--- src/rtl/servo_pkg.sv ---
// Shared defaults and FSM encoding for the servo PWM generator.
// Timing defaults assume a 100 MHz clock and a 50 Hz servo frame.
package servo_pkg;

  localparam int DEF_CANT_BITS   = 13;
  localparam int DEF_CNT_W       = 21;
  localparam int DEF_PERIOD      = 2000000;
  localparam int DEF_DUTY_MIN    = 100000;
  localparam int DEF_DUTY_MAX    = 200000;
  localparam int DEF_DUTY_CENTER = 150000;
  localparam int DEF_SHIFT       = 6;
  localparam int DEF_SLEW_STEP   = 2000;

  typedef enum logic [1:0] {
    IDLE  = 2'd0,
    SCALE = 2'd1,
    CLAMP = 2'd2
  } state_e;

endpackage

--- src/rtl/servo_pwm_gen_pwm_counter.sv ---
// Period counter, wrap tick, duty latch and registered PWM output.
// With PWM_SLEW_LIMIT_EN the duty moves toward the pending value in bounded steps.
module pwm_counter
  import servo_pkg::*;
#(
  parameter int CNT_W       = DEF_CNT_W,
  parameter int PERIOD      = DEF_PERIOD,
  parameter int DUTY_CENTER = DEF_DUTY_CENTER
`ifdef PWM_SLEW_LIMIT_EN
  ,
  parameter int DUTY_MIN    = DEF_DUTY_MIN,
  parameter int DUTY_MAX    = DEF_DUTY_MAX,
  parameter int SLEW_STEP   = DEF_SLEW_STEP
`endif
) (
  input  logic             clk_i,
  input  logic             rst_n_i,
  input  logic             en_i,
  input  logic [CNT_W-1:0] duty_pend_i,
  output logic             pwm_o,
  output logic             tick_o,
  output logic [CNT_W-1:0] duty_act_o
);

  localparam logic [CNT_W-1:0] LAST   = CNT_W'(PERIOD - 1);
  localparam logic [CNT_W-1:0] CENTER = CNT_W'(DUTY_CENTER);

  logic [CNT_W-1:0] cnt_q, cnt_d;
  logic [CNT_W-1:0] duty_q, duty_d;
  logic             pwm_q, pwm_d;
  logic             tick_q, tick_d;
  logic             wrap;
  logic [CNT_W-1:0] next_duty;

  assign wrap = en_i && (cnt_q == LAST);

`ifdef PWM_SLEW_LIMIT_EN
  localparam int W1 = CNT_W + 1;
  localparam logic [CNT_W:0] STEP  = W1'(SLEW_STEP);
  localparam logic [CNT_W:0] MIN_W = W1'(DUTY_MIN);
  localparam logic [CNT_W:0] MAX_W = W1'(DUTY_MAX);

  logic [CNT_W:0] act_w;
  logic [CNT_W:0] pend_w;
  logic [CNT_W:0] slew_w;

  always_comb begin
    act_w  = {1'b0, duty_q};
    pend_w = {1'b0, duty_pend_i};
    slew_w = pend_w;
    if (pend_w > act_w + STEP) begin
      slew_w = act_w + STEP;
    end else if (pend_w + STEP < act_w) begin
      slew_w = act_w - STEP;
    end
    if (slew_w > MAX_W) begin
      slew_w = MAX_W;
    end else if (slew_w < MIN_W) begin
      slew_w = MIN_W;
    end
    next_duty = slew_w[CNT_W-1:0];
  end
`else
  assign next_duty = duty_pend_i;
`endif

  always_comb begin
    cnt_d  = '0;
    duty_d = duty_q;
    tick_d = 1'b0;
    pwm_d  = en_i && (cnt_q < duty_q);
    if (en_i) begin
      cnt_d  = wrap ? '0 : cnt_q + 1'b1;
      tick_d = wrap;
      if (wrap) begin
        duty_d = next_duty;
      end
    end
  end

  always_ff @(posedge clk_i) begin
    if (!rst_n_i) begin
      cnt_q  <= '0;
      duty_q <= CENTER;
      pwm_q  <= 1'b0;
      tick_q <= 1'b0;
    end else begin
      cnt_q  <= cnt_d;
      duty_q <= duty_d;
      pwm_q  <= pwm_d;
      tick_q <= tick_d;
    end
  end

  assign pwm_o      = pwm_q;
  assign tick_o     = tick_q;
  assign duty_act_o = duty_q;

endmodule

--- src/rtl/servo_pwm_gen.sv ---
// Servo PWM generator: scales/clamps controller effort Yk into a pulse width.
// Optional build macro PWM_SLEW_LIMIT_EN limits duty change per period.
module servo_pwm_gen
  import servo_pkg::*;
#(
  parameter int CANT_BITS   = DEF_CANT_BITS,
  parameter int CNT_W       = DEF_CNT_W,
  parameter int PERIOD      = DEF_PERIOD,
  parameter int DUTY_MIN    = DEF_DUTY_MIN,
  parameter int DUTY_MAX    = DEF_DUTY_MAX,
  parameter int DUTY_CENTER = DEF_DUTY_CENTER,
  parameter int SHIFT       = DEF_SHIFT
`ifdef PWM_SLEW_LIMIT_EN
  ,
  parameter int SLEW_STEP   = DEF_SLEW_STEP
`endif
) (
  input  logic                   Clk_G,
  input  logic                   Rst_G,
  input  logic                   En,
  input  logic [2*CANT_BITS-1:0] Yk,
  input  logic                   Yk_Vld,
  output logic                   Busy,
  output logic                   Pwm_Out,
  output logic                   Sample_Tick,
  output logic                   Sat_Hi,
  output logic                   Sat_Lo,
  output logic [CNT_W-1:0]       Duty_Act
);

  localparam int YW = 2 * CANT_BITS;
  localparam int SW = YW + 2;

  localparam logic signed [SW-1:0] CENTER_S = SW'(DUTY_CENTER);
  localparam logic signed [SW-1:0] MIN_S    = SW'(DUTY_MIN);
  localparam logic signed [SW-1:0] MAX_S    = SW'(DUTY_MAX);

  state_e                 state_q, state_d;
  logic signed [YW-1:0]   yk_q, yk_d;
  logic signed [SW-1:0]   sum_q, sum_d;
  logic [CNT_W-1:0]       pend_q, pend_d;
  logic                   sat_hi_q, sat_hi_d;
  logic                   sat_lo_q, sat_lo_d;
  logic signed [SW-1:0]   yk_ext;

  // Sign-extend before the shift so the floor behaviour holds for negatives.
  assign yk_ext = SW'(yk_q);

  always_comb begin
    state_d  = state_q;
    yk_d     = yk_q;
    sum_d    = sum_q;
    pend_d   = pend_q;
    sat_hi_d = sat_hi_q;
    sat_lo_d = sat_lo_q;
    unique case (state_q)
      IDLE: begin
        if (Yk_Vld) begin
          yk_d    = Yk;
          state_d = SCALE;
        end
      end
      SCALE: begin
        sum_d   = (yk_ext >>> SHIFT) + CENTER_S;
        state_d = CLAMP;
      end
      CLAMP: begin
        state_d = IDLE;
        if (sum_q > MAX_S) begin
          pend_d   = CNT_W'(DUTY_MAX);
          sat_hi_d = 1'b1;
          sat_lo_d = 1'b0;
        end else if (sum_q < MIN_S) begin
          pend_d   = CNT_W'(DUTY_MIN);
          sat_hi_d = 1'b0;
          sat_lo_d = 1'b1;
        end else begin
          pend_d   = sum_q[CNT_W-1:0];
          sat_hi_d = 1'b0;
          sat_lo_d = 1'b0;
        end
      end
      default: state_d = IDLE;
    endcase
  end

  always_ff @(posedge Clk_G) begin
    if (!Rst_G) begin
      state_q  <= IDLE;
      yk_q     <= '0;
      sum_q    <= '0;
      pend_q   <= CNT_W'(DUTY_CENTER);
      sat_hi_q <= 1'b0;
      sat_lo_q <= 1'b0;
    end else begin
      state_q  <= state_d;
      yk_q     <= yk_d;
      sum_q    <= sum_d;
      pend_q   <= pend_d;
      sat_hi_q <= sat_hi_d;
      sat_lo_q <= sat_lo_d;
    end
  end

  pwm_counter #(
    .CNT_W       (CNT_W),
    .PERIOD      (PERIOD),
    .DUTY_CENTER (DUTY_CENTER)
`ifdef PWM_SLEW_LIMIT_EN
    ,
    .DUTY_MIN    (DUTY_MIN),
    .DUTY_MAX    (DUTY_MAX),
    .SLEW_STEP   (SLEW_STEP)
`endif
  ) u_cnt (
    .clk_i       (Clk_G),
    .rst_n_i     (Rst_G),
    .en_i        (En),
    .duty_pend_i (pend_q),
    .pwm_o       (Pwm_Out),
    .tick_o      (Sample_Tick),
    .duty_act_o  (Duty_Act)
  );

  assign Busy   = (state_q != IDLE);
  assign Sat_Hi = sat_hi_q;
  assign Sat_Lo = sat_lo_q;

endmodule

--- config.mk ---
export PLATFORM = sky130hd
export DESIGN_NAME = servo_pwm_gen
export DESIGN_NICKNAME = d
export VERILOG_FILES = /design/src/rtl/servo_pkg.sv /design/src/rtl/servo_pwm_gen_pwm_counter.sv /design/src/rtl/servo_pwm_gen.sv
export SDC_FILE = /design/constraint.sdc
export NUM_CORES = 1
export LEC_CHECK = 0
export ABC_AREA = 1
export ABC_CLOCK_PERIOD_IN_PS = 2650
export CAP_MARGIN = 20
export CORE_MARGIN = 2
export CORE_UTILIZATION = 45
export DETAILED_ROUTE_END_ITERATION = 10
export HOLD_SLACK_MARGIN = 0.02
export PLACE_DENSITY = 0.66
export SKIP_LAST_GASP = 1
export SYNTH_ARGS = -nofsm -noshare
export SYNTH_HDL_FRONTEND = slang
export SYNTH_SLANG_ARGS = --single-unit
--- constraint.sdc ---
create_clock -name Clk_G -period 2.65 [get_ports Clk_G]
set_input_delay 0.53 -clock Clk_G [delete_from_list [all_inputs] [get_ports Clk_G]]
set_output_delay 0.53 -clock Clk_G [all_outputs]
set_load 0.02 [all_outputs]
# Word level (Yosys, flattened, before mapping)
# Index checks and enable logic that the tools add are counted.
dict set report op_classes {
  muxes 7
  div 0
  n_mul 0
  add_sub_neg 2
  n_shift 0
  reduce_logical 8
  n_lt_le_gt_ge 3
  n_bitwise 2
  eq_ne 4
}
# cell n
set ops {}
lappend ops {{21-bit 2-to-1 mux} 2}
lappend ops {{28-bit by 19-bit greater-than comparator with 1-bit output, second input constant} 1}
lappend ops {{28-bit by 18-bit < comparator with 1-bit output, second input constant} 1}
lappend ops {{20-bit by 19-bit adder with 21-bit output, second input constant} 1}
lappend ops {{21-bit by 1-bit adder with 21-bit output, second input constant} 1}
lappend ops {{21-bit == test, second input constant} 1}
lappend ops {{21-bit < comparator} 1}
lappend ops {{2-bit AND reduction} 3}
lappend ops {{2-bit one-hot mux with 2 select lines} 1}
lappend ops {{1-bit 2-to-1 mux} 3}
lappend ops {{3-bit OR reduction} 1}
lappend ops {{2-bit by 1-bit == test with 1-bit output, second input constant} 1}
lappend ops {{2-bit == test, second input constant} 1}
lappend ops {{1-bit logical AND} 2}
lappend ops {{2-bit logical NOT} 1}
lappend ops {{2-bit 2-to-1 mux} 1}
lappend ops {{2-bit != test, second input constant} 1}
lappend ops {{1-bit inverter} 2}
lappend ops {{2-bit nonzero test} 1}
dict set report totals {
  input_bits 30
  mem_bits_rw 0
  mem_count 0
  latchBits 0
  ff_bits 123
  mem_bits_ro 0
}

# Longest topological paths before layout
dict set report depth {
  ltp_word 3
  mapped_depth 13
  depth_no_buf 13
}

# Cells and area by module
# From an unflattened synthesis, not the netlist that was laid out.
dict set report hier_totals {
  hier_cells 771
  area_unflattened_um2 5447.7
}
# module seq_area_each_um2 n_inst cells_each area_per_inst_um2
set by_module_without_submodules {}
lappend by_module_without_submodules {servo_pwm_gen 1321.3 1 404 2901.5}
lappend by_module_without_submodules {pwm_counter 880.8 1 367 2546.2}

# Worst setup path before layout
# OpenSTA, ideal clock, no wires.
dict set report synth_timing {
  kind {flip-flop to flip-flop}
  start {reg sum_q[6]}
  end {reg pend_q[12]}
  arrival_ps 1745
  path_buffers 1
  path_stages_with_launch 11
  slack_ps 834
  cell_sequence {dfxtp_1 > o21ai_0 > nand2_1 > a31oi_1 > nor3_1 > nor2_1 > ha_1 > nor2_1 > clkbuf_1 > nand3_1 > a21oi_1}
}
dict set report synth_between {
  elab_chain_len 3
}
# element line
set synth_rtl {}
lappend synth_rtl {{from (decl)} servo_pwm_gen.sv:40} ;# logic signed [SW-1:0] sum_q, sum_d;
lappend synth_rtl {{from (signal assigned)} servo_pwm_gen.sv:98} ;# sum_q <= sum_d;
lappend synth_rtl {{28-bit by 18-bit < comparator with 1-bit output} servo_pwm_gen.sv:73} ;# end else if (sum_q < MIN_S) begin
lappend synth_rtl {{21-bit 2-to-1 mux} servo_pwm_gen.sv:73}
lappend synth_rtl {{21-bit 2-to-1 mux *} servo_pwm_gen.sv:69} ;# if (sum_q > MAX_S) begin
lappend synth_rtl {{to (signal assigned)} servo_pwm_gen.sv:92} ;# pend_q <= CNT_W'(DUTY_CENTER);
lappend synth_rtl {{to (signal assigned)} servo_pwm_gen.sv:99} ;# pend_q <= pend_d;
lappend synth_rtl {{to (decl)} servo_pwm_gen.sv:41} ;# logic [CNT_W-1:0] pend_q, pend_d;
# Mark *: on every way between the ends. The rest lies on a longest branch, timed or not.
# A chain may end at the register's enable or synchronous reset.

# Worst setup path after layout
dict set report layout_timing {
  start {reg state_q[1]}
  end {out Busy}
}
dict set report layout_between {
  elab_chain_len 1
}
# element line
set layout_rtl {}
lappend layout_rtl {{from (decl)} servo_pwm_gen.sv:38} ;# state_e state_q, state_d;
lappend layout_rtl {{from (signal assigned)} servo_pwm_gen.sv:96} ;# state_q <= state_d;
lappend layout_rtl {{2-bit nonzero test} servo_pwm_gen.sv:125} ;# assign Busy = (state_q != IDLE);
lappend layout_rtl {{to (decl)} servo_pwm_gen.sv:23} ;# output logic Busy,
# Every way passes these cells.

==> results.py <==
metrics = {
    "run_status": {
        "status": "completed",
    },
    "drt": {
        "met1_length_um": 5725,
        "ant_nets": 0,
        "routed_wl_um": 11650,
        "drtPass1Iterations": 5,
        "drc": 0,
        "routed_via_density": 5.157,
        "dr.first_iter.drc_count": 195,
        "wl_met3_um": 444,
        "wl_met2_um": 5313,
        "avgRoutedWirePerCell_um": 12.87,
        "dr_total_vias": 4667,
        "maxUsedRoutingLayer": "met4",
    },
    "die": {
        "die_h_um": 111.0,
        "die_width_um": 111.0,
        "start_util_pct": 45.53,
        "coreArea_um2": 11320,
        "rows": 39,
        "dieArea_um2": 12330,
        "boundaryPins": 56,
    },
    "clock_network": {
        "clock-sinks": 110,
        "clock_latency_ns": 0.35,
        "ctsHoldBuffers": 0,
        "cts.path.max_buffers": 2,
        "cts_tree": "built",
        "cts.repair.resized": 0,
        "post_cts_buffers": 0,
        "htree_levels": 3,
        "clk_pin_slew_ns": 0.07,
        "cts_root_buf": "clkbuf_16",
        "cts_made_buffers": 9,
    },
    "timing": {
        "hold_viol": 0,
        "fin_skew_ns": 0.009578,
        "maxSlewViolCount": 0,
        "relSlewSlack_pct": 56.10,
        "rsz0062_at_grt": "false",
        "finalSetupTns_ns": 0,
        "finalSetupViolations": 0,
        "layout_worst_path_cycle_share_pct": 76.73,
        "period_minus_slack_ns": 2.033,
        "worst_hold_slack_ns": 0.4282,
        "clock.fmax_mhz": 491.8,
        "tightestPinTransition_ns": 0.6577,
    },
    "setup_path": {
        "cp.required_ns": 2.12,
        "cp-start-kind": "flip-flop",
        "startpoint": "state_q[1]",
        "critPathCapture": "Busy",
        "end_kind": "output port",
        "path_class": "flip-flop to output port",
        "cp_max_fo": 3,
        "crit_arrival_ns": 1.50,
        "rr_worst_depth": 10,
        "crit-reg2reg-capture": "pend_q[1]",
        "r2r_slack_ns": 0.76,
        "r2r_start": "sum_q[6]",
    },
    "layout": {
        "final_cell_area_um2": 6088,
        "finish.net_count": 810,
        "area_growth_pct": 18.11,
        "num-fill-cells": 1116,
        "diodes": 0,
        "final_cell_mix": "nand2_1, dfxtp_1, nor2_1, inv_1, a21oi_1",
        "drive_gt1_share_pct": 4.724,
        "final_common_cell": "nand2_1",
    },
    "placement": {
        "port_buffers": 49,
        "globalplace.congestion": 0.8748,
        "hpwl_um": 8854,
        "dpl_cell_area_um2": 5797,
    },
    "synth": {
        "ys_types": 39,
        "synth_area_um2": 5155,
        "syn_inst": 711,
        "synth_seq_cells": 110,
        "synth_nets": 764,
        "avgSynthCellArea_um2": 7.250,
        "ys_warn_count": 0,
        "synth_seq_area_share_pct": 42.72,
    },
    "global_routing": {
        "grt_max_degree": 44,
        "grt_pass1_wl_um": 20120,
        "track_usage_pct": 19.52,
        "overflow": 0,
        "antenna_found_initial": 0,
        "grt_pass1_vias": 4338,
    },
    "power_and_ir_drop": {
        "p_leak_nw": 2.604,
        "powerDensity_nw_per_um2": 558.4,
        "irDropWorstVdd_mv": 0.3424,
    },
    "min_path": {
        "hp-class": "flip-flop to flip-flop",
    },
    "flow_run": {
        "max_cap_violations": 0,
    },
}
report_power, final:
group / leakage [nW] / internal (mW) / switching [mW] / total (mW)
clock: 0.144 / 0.660 / 0.651 / 1.31
sequential: 0.896 / 1.72 / 0.0465 / 1.76
combinational: 1.56 / 0.130 / 0.197 / 0.328
layer usage:
layer | track usage (%) | up-vias
met2 | 31.45 | 93
met3 | 2.679 | 12
met5 | 0 | -
met4 | 7.243 | 0
met1 | 26.86 | 2146
li1 | - | 2416
critical path, stage by stage (launching register included):
cell and delay, ns:
dfxtp_1 0.32, nor2_1 0.23, inv_1 0.07, clkdlybuf4s50_1 0.54
metrics by stage:
step / instances / total power, mW / utilization, % / worst slack, ns
after floorplan: 711 / 2.012 / - / 0.8342
after global placement: 889 / 2.120 / 51.20 / 0.5296
after detailed placement: 889 / 2.128 / 51.20 / 0.5007
after CTS: 905 / 3.423 / 53.78 / 0.6111
after global routing: 905 / 3.558 / 53.78 / 0.5025
final: 905 / 3.400 / 53.78 / 0.6167
final cells by class:
cell class / count / area [um2] / area share, %
multi-input combinational: 483 / 2485 / 40.81
clock inverter: 7 / 66.31 / 1.089
tap: 143 / 178.9 / 2.939
timing repair buffer: 59 / 578.1 / 9.494
sequential: 110 / 2202 / 36.17
inverter: 94 / 352.8 / 5.795
clock buffer: 9 / 225.2 / 3.699
worst min-delay path by stage:
stage	start	cells past startpoint	end	slack [ns]
global route	yk_q[10]	1	sum_q[4]	0.45
CTS	yk_q[10]	1	sum_q[4]	0.43
global placement	yk_q[10]	1	sum_q[4]	0.42
detailed placement	yk_q[10]	1	sum_q[4]	0.42
floorplan	yk_q[10]	1	sum_q[4]	0.41
finish	yk_q[10]	1	sum_q[4]	0.43
cell usage after synthesis, drive strengths merged:
cell type / count / share of area (%)
nand2: 115 / 8.4
dfxtp: 110 / 43
nor2: 102 / 7.6
inv: 92 / 6.7
o21ai: 73 / 7.1
a21oi: 71 / 6.9
nand3: 34 / 3.5
ha: 23 / 5.6
clkbuf: 18 / 1.3
xor2: 11 / 1.9
nand4: 10 / 1.2
nor3: 10 / 1.2
buf: 6 / 0.92
o211ai: 5 / 0.73
a22oi: 4 / 0.58
nand3b: 4 / 0.58
or2: 4 / 0.49
a31oi: 3 / 0.36
xnor2: 3 / 0.51
a21boi: 2 / 0.29
clkinv: 2 / 0.15
nor4: 2 / 0.24
a211o: 1 / 0.17
a221oi: 1 / 0.17
and3: 1 / 0.12
nor2b: 1 / 0.12
nor3b: 1 / 0.15
o21bai: 1 / 0.15
o221ai: 1 / 0.17
cell families after synthesis:
family | share of synthesized area [%]
AO/OA/AOI/OAI | 16.60
flip-flops | 42.72
buffers and inverters | 9.077
XOR/XNOR | 2.379
adder cells (fa/ha/maj) | 5.583
AND/OR/NAND/NOR | 23.64
state kept, by name, summed over array words and instances (netlist names):
register and flops:
state_q 2, u_cnt.duty_act_o 21, u_cnt.tick_o 1, yk_q 20, u_cnt.cnt_q 21, Sat_Lo 1
pend_q 21, Sat_Hi 1, u_cnt.pwm_o 1, sum_q 21
No activity file was read; power rests on OpenSTA's default activity.
==> RTL change 1 (same settings) <==
Change the package constant `DEF_CNT_W` from 21 to 19.
--- a/src/rtl/servo_pkg.sv
+++ b/src/rtl/servo_pkg.sv
@@ -3,7 +3,7 @@
 package servo_pkg;
 
   localparam int DEF_CANT_BITS   = 13;
-  localparam int DEF_CNT_W       = 21;
+  localparam int DEF_CNT_W       = 19;
   localparam int DEF_PERIOD      = 2000000;
   localparam int DEF_DUTY_MIN    = 100000;
   localparam int DEF_DUTY_MAX    = 200000;
Interface: changed (resized Duty_Act); port bits go from 56 to 54. No check against the original RTL was run, so the function may have changed too.
==> RTL change 1 against the unedited design <==
Area after synthesis is 2.9% lower. Combinational power is 2% lower. Fmax is 10% lower. Non-clock buffer count is 7 lower. Sequential cell count is 6 lower. Routed wire length is 2.6% lower. Via count is 2.4% lower. Total power is 12% lower. Die area is 2.8% lower. Worst hold slack better by 0.0087 ns. Worst setup slack worse by 0.23 ns. Cell area is 5.5% lower. Synthesized cell count is 1.7% lower. Critical endpoint is now u_cnt.duty_act_o[10].
==> RTL change 1: results (changes against the unedited design) <==
run_status:
  status: "finished clean"
power_and_ir_drop:
  seq_cell_power_mw: 1.67  # -5%
  power.switching_mw: 0.8096  # -9.5%
  peakVddDrop_mv: 0.2263  # -34%
  powerDensity_nw_per_um2: 520.5  # -6.8%
  power_leakage_nw: 2.389  # -8.3%
  combPwrFrac: 0.108  # +0.012
  sw_frac_of_total: 0.2705  # +0.007383
clock_network:
  clk_latency_ns: 0.38  # +0.03 ns
  post-cts-setup-buffers: 0  # unchanged
  clk_pin_slew_worst_paths_ns: 0.10  # +0.03 ns
  cts_root_buffer: "clkbuf_8"
global_routing:
  grt_max_degree: 55  # +25%
  grt_util_met3: 0.02727  # +0.0004767
  grt_use_total: 0.2003  # +0.005103
  globalRouteMet1Util: 0.2573  # -0.01139
routing:
  wl_per_cell_um: 12.88  # +0.10%
  drt-total-wl_um: 11350  # -2.6%
  drtPass1Iterations: 6  # +1
  vias: 4554  # -2.4%
logic_synthesis:
  syn_avg_cell_area_sq_um: 7.164  # -1.2%
  synth_area_leaders: "dfxtp_1 (42%), nand2_1 (8.5%), a21oi_1 (7.4%)"
  synth_cell_type_count: 34  # -13%
  synthTopCellsByCount: "nand2_1 (114), dfxtp_1 (104), inv_1 (91), nor2_1 (79), a21oi_1 (74)"
  synthesis.nets: 749  # -2.0%
  synth_top_cell_area_share: 0.4158  # -0.01139
critical_path:
  slowest_delay_ns: 0.45  # -0.09 ns
  rr_worst_depth: 8  # -2
  crit_family: "simple AND/OR/NAND/NOR gates"
  crit_arrival_ns: 2.51  # +1.01 ns
  r2r_end: "u_cnt.duty_act_o[10]"
  reg2reg_setup_slack_ns: 0.39  # -0.37 ns
  end_kind: "flip-flop"
  crit_fanout: 30  # +27
  cp_slowest_cell: "nand2_2"
  r2r-start: "u_cnt.cnt_q[0]"
placement:
  post_dp_cell_area_sq_um: 5555  # -4.2%
  port_buffers: 47  # -4.1%
  hpwl_um: 8380  # -5.4%
  placedCellCount: 865  # -2.7%
cells_and_area:
  drive_above_1_share: 0.05668  # +0.009436
  fillers: 1077  # -3.5%
  nets: 786  # -3.0%
timing:
  slew_headroom: 0.3880  # -0.1730
[RTL change 1: cell types whose count changed in the layout (fill, tap and decap cells not counted), moves of 6 or more]
cell,change
clkbuf_16,-9
clkbuf_8,+9
dfxtp_1,-6
nand3_1,+33
nor2_1,-21
o21ai_0,-19
[RTL change 1: layer usage]
layer  vias to the layer above  routed length, um
met5                         -                  0
li1                       2362                  -
met4                         0                300
met3                        21                476
met2                       103               5187
met1                      2068               5385
[RTL change 1: cells by family (layout without fill, tap and decap cells)]
family,after synthesis,in the layout,share of synthesized area
xor gates and xnor gates,11,11,0.01924
buffers and inverters,120,162,0.09645
DFF,104,104,0.4158
AOI/OAI and AO/OA,152,152,0.1634
and+or+nand+nor,292,292,0.2551
adders and majority gates,20,20,0.04998
[RTL change 1: area by class of cell]
type | count | area share
Multi-Input combinational cell | 475 | 0.4247
Sequential cell | 104 | 0.3621
Timing Repair Buffer | 52 | 0.08747
Inverter | 94 | 0.06136
Tap cell | 140 | 0.03046
Clock buffer | 9 | 0.02154
Clock inverter | 7 | 0.01240
[RTL change 1: worst min path at each step]
stage	slack, ns	endpoint	startpoint
after global placement	0.42	sum_q[4]	yk_q[10]
after global routing	0.45	sum_q[4]	yk_q[10]
after CTS	0.44	sum_q[4]	yk_q[10]
after detailed placement	0.42	sum_q[4]	yk_q[10]
after floorplan	0.41	sum_q[4]	yk_q[10]
final	0.44	sum_q[4]	yk_q[10]
[RTL change 1: metrics by stage]
step / hold slack (ns) / worst slack (ns)
6_report: 0.4370 / 0.3910
2_1_floorplan: 0.4057 / 0.9794
4_1_cts: 0.4365 / 0.4108
3_3_place_gp: 0.4162 / 0.3311
5_1_grt: 0.4528 / 0.1754
3_5_place_dp: 0.4223 / 0.2876
==> RTL change 2 (same settings) <==
Made on the original files. Add an input register stage for `En`, `Yk` and `Yk_Vld`, without a reset; this delays them by one clock.
--- a/src/rtl/servo_pwm_gen.sv
+++ b/src/rtl/servo_pwm_gen.sv
@@ -35,6 +35,16 @@
   localparam logic signed [SW-1:0] MIN_S    = SW'(DUTY_MIN);
   localparam logic signed [SW-1:0] MAX_S    = SW'(DUTY_MAX);
 
+  logic En_q;
+  logic [2*CANT_BITS-1:0] Yk_q;
+  logic Yk_Vld_q;
+
+  always_ff @(posedge Clk_G) begin
+    En_q     <= En;
+    Yk_q     <= Yk;
+    Yk_Vld_q <= Yk_Vld;
+  end
+
   state_e                 state_q, state_d;
   logic signed [YW-1:0]   yk_q, yk_d;
   logic signed [SW-1:0]   sum_q, sum_d;
@@ -55,8 +65,8 @@
     sat_lo_d = sat_lo_q;
     unique case (state_q)
       IDLE: begin
-        if (Yk_Vld) begin
-          yk_d    = Yk;
+        if (Yk_Vld_q) begin
+          yk_d    = Yk_q;
           state_d = SCALE;
         end
       end
@@ -115,7 +125,7 @@
   ) u_cnt (
     .clk_i       (Clk_G),
     .rst_n_i     (Rst_G),
-    .en_i        (En),
+    .en_i        (En_q),
     .duty_pend_i (pend_q),
     .pwm_o       (Pwm_Out),
     .tick_o      (Sample_Tick),
Formal check against the unedited RTL: not equivalent (Yosys sat finds a counterexample within 4 cycles, from zero or initial values and one cycle with Rst_G low).
==> RTL change 2 against the unedited design <==
Worst setup slack lost 0.16 ns. Largest cell class is now flip-flops and latches. Via count up 4.1%. Sequential share of layout area grew 2.0 points. Worst hold slack better by 0.0092 ns. Cell area rose by 14%. Register-to-register slack worse by 0.30 ns. Area after synthesis is 10% higher. Routed wire length grew 2.5%. Critical endpoint is now pend_q[10]. Clock power increased by 84%. Global-route usage fell by 0.43 points. Sequential cell count is 22 higher. Total power increased by 43%. Utilization up 1.8 points.
==> RTL change 2: results (changes against the unedited design) <==
critical_path:
  crit_fanout: 10  # +7
  rr_worst_depth: 11  # +1
  slowest_delay_ns: 0.34  # -0.20 ns
  r2r_end: "pend_q[10]"
  crit_family: "simple AND/OR/NAND/NOR gates"
  cp_slowest_cell: "dfxtp_1"
  reg2reg_setup_slack_ns: 0.46  # -0.30 ns
  r2r-start: "sum_q[6]"
  crit_arrival_ns: 2.50  # +1.00 ns
clock_network:
  numCtsBuffers: 17  # +8
  clk_pin_slew_worst_paths_ns: 0.05  # -0.02 ns
  post-cts-setup-buffers: 0  # unchanged
  htreeDepth: 4  # +1
  clock_tree.buffer_depth: 2  # unchanged
  clk_latency_ns: 0.41  # +0.06 ns
  cts_root_buffer: "clkbuf_16"
logic_synthesis:
  synth_area_leaders: "dfxtp_1 (46%), nand2_1 (8.6%), inv_1 (6.4%)"
  postSynth.asyncResetShare: 0  # unchanged
  synth_ff_type: "dfxtp_1"
  synthesis.nets: 802  # +5.0%
  synth-seq-area-share: 0.4641  # +0.03689
  synth_cell_type_count: 42  # +7.7%
  yosys_warnings: 0  # unchanged
  synthTopCellsByCount: "dfxtp_1 (132), nand2_1 (131), inv_1 (97), nor2_1 (94), a21oi_1 (68)"
routing:
  via_per_inst: 4.943  # -4.1%
  initialDrtViolationCount: 238  # +22%
  drtPass1Iterations: 5  # unchanged
  drt-total-wl_um: 11940  # +2.5%
global_routing:
  grt_pass1_vias: 4629  # +6.7%
  antenna_found_initial: 0  # unchanged
  grt_use_total: 0.1910  # -0.004289
  grt_max_degree: 55  # +25%
  grt_pass1_wl_um: 20310  # +0.96%
worst_hold_path:
  worstHoldStart: "yk_q[10]"
  holdPathEnd: "sum_q[4]"
  hp-class: "flip-flop to flip-flop"
  hold_depth: 1  # unchanged
timing:
  skew_ns: 0.005720  # -0.003857 ns
  timing.hold.ws_ns: 0.4375  # +0.009238 ns
  worstMarginPinSlew_ns: 0.8785  # +0.2208 ns
placement:
  pre_cts_ws_ns: 0.4522  # -0.04856 ns
  gpl.final_weighted_congestion: 0.8863  # +1.3%
  hpwl_um: 8729  # -1.4%
  port_buffers: 49  # unchanged
  post_dp_cell_area_sq_um: 6306  # +8.8%
run_status:
  status: "finished clean"
cells_and_area:
  antennaDiodeCount: 0  # unchanged
  nets: 851  # +5.1%
  drive_above_1_share: 0.06412  # +0.01687
  fillers: 1172  # +5.0%
power_and_ir_drop:
  peakVddDrop_mv: 0.5510  # +61%
  power_leakage_nw: 2.896  # +11%
==> RTL change 2: where the power goes <==
part | switching, mW | internal (mW)
clock network | 0.809 | 1.60
registers | 0.0473 | 2.07
logic | 0.195 | 0.125
==> RTL change 2: cell families (layout without fill, tap and decap cells) <==
family	after synthesis	in the layout	share of synthesized area
AOI/OAI and AO/OA	150	150	0.1400
adders and majority gates	23	23	0.05054
xor gates and xnor gates	11	11	0.01692
buffers and inverters	125	187	0.08965
DFF	132	132	0.4641
and+or+nand+nor	308	308	0.2388
==> RTL change 2: per-layer routing <==
layer	global-route usage	up-vias	part of all wire
met5	0	-	0
met4	0.09206	0	0.025
met3	0.04930	23	0.046
met2	0.3438	131	0.50
met1	0.2088	2170	0.43
li1	-	2535	-
==> RTL change 2: cell type report <==
class	count	area share
sequential	132	0.3813
multi-input combinational	492	0.3667
timing repair buffer	54	0.07619
clock buffer	25	0.07294
inverter	101	0.05470
tap	172	0.03105
clock inverter	7	0.01715
==> RTL change 2: how the worst max path moves through the flow <==
| stage | from | to | slack, ns | cells past startpoint |
|---|---|---|---|---|
| finish | sum_q[6] | pend_q[10] | 0.46 | 11 |
| global route | sum_q[6] | pend_q[10] | 0.30 | 11 |
| CTS | sum_q[6] | pend_q[10] | 0.44 | 11 |
| detailed placement | sum_q[6] | pend_q[10] | 0.45 | 11 |
| global placement | sum_q[6] | pend_q[10] | 0.50 | 11 |
| floorplan | sum_q[6] | pend_q[3] | 0.90 | 10 |
==> RTL change 2: metrics by stage <==
step | util | cells
after detailed placement | 0.5059 | 951
after CTS | 0.5560 | 983
final | 0.5560 | 983
after floorplan | - | 749
after global routing | 0.5560 | 983
after global placement | 0.5059 | 951
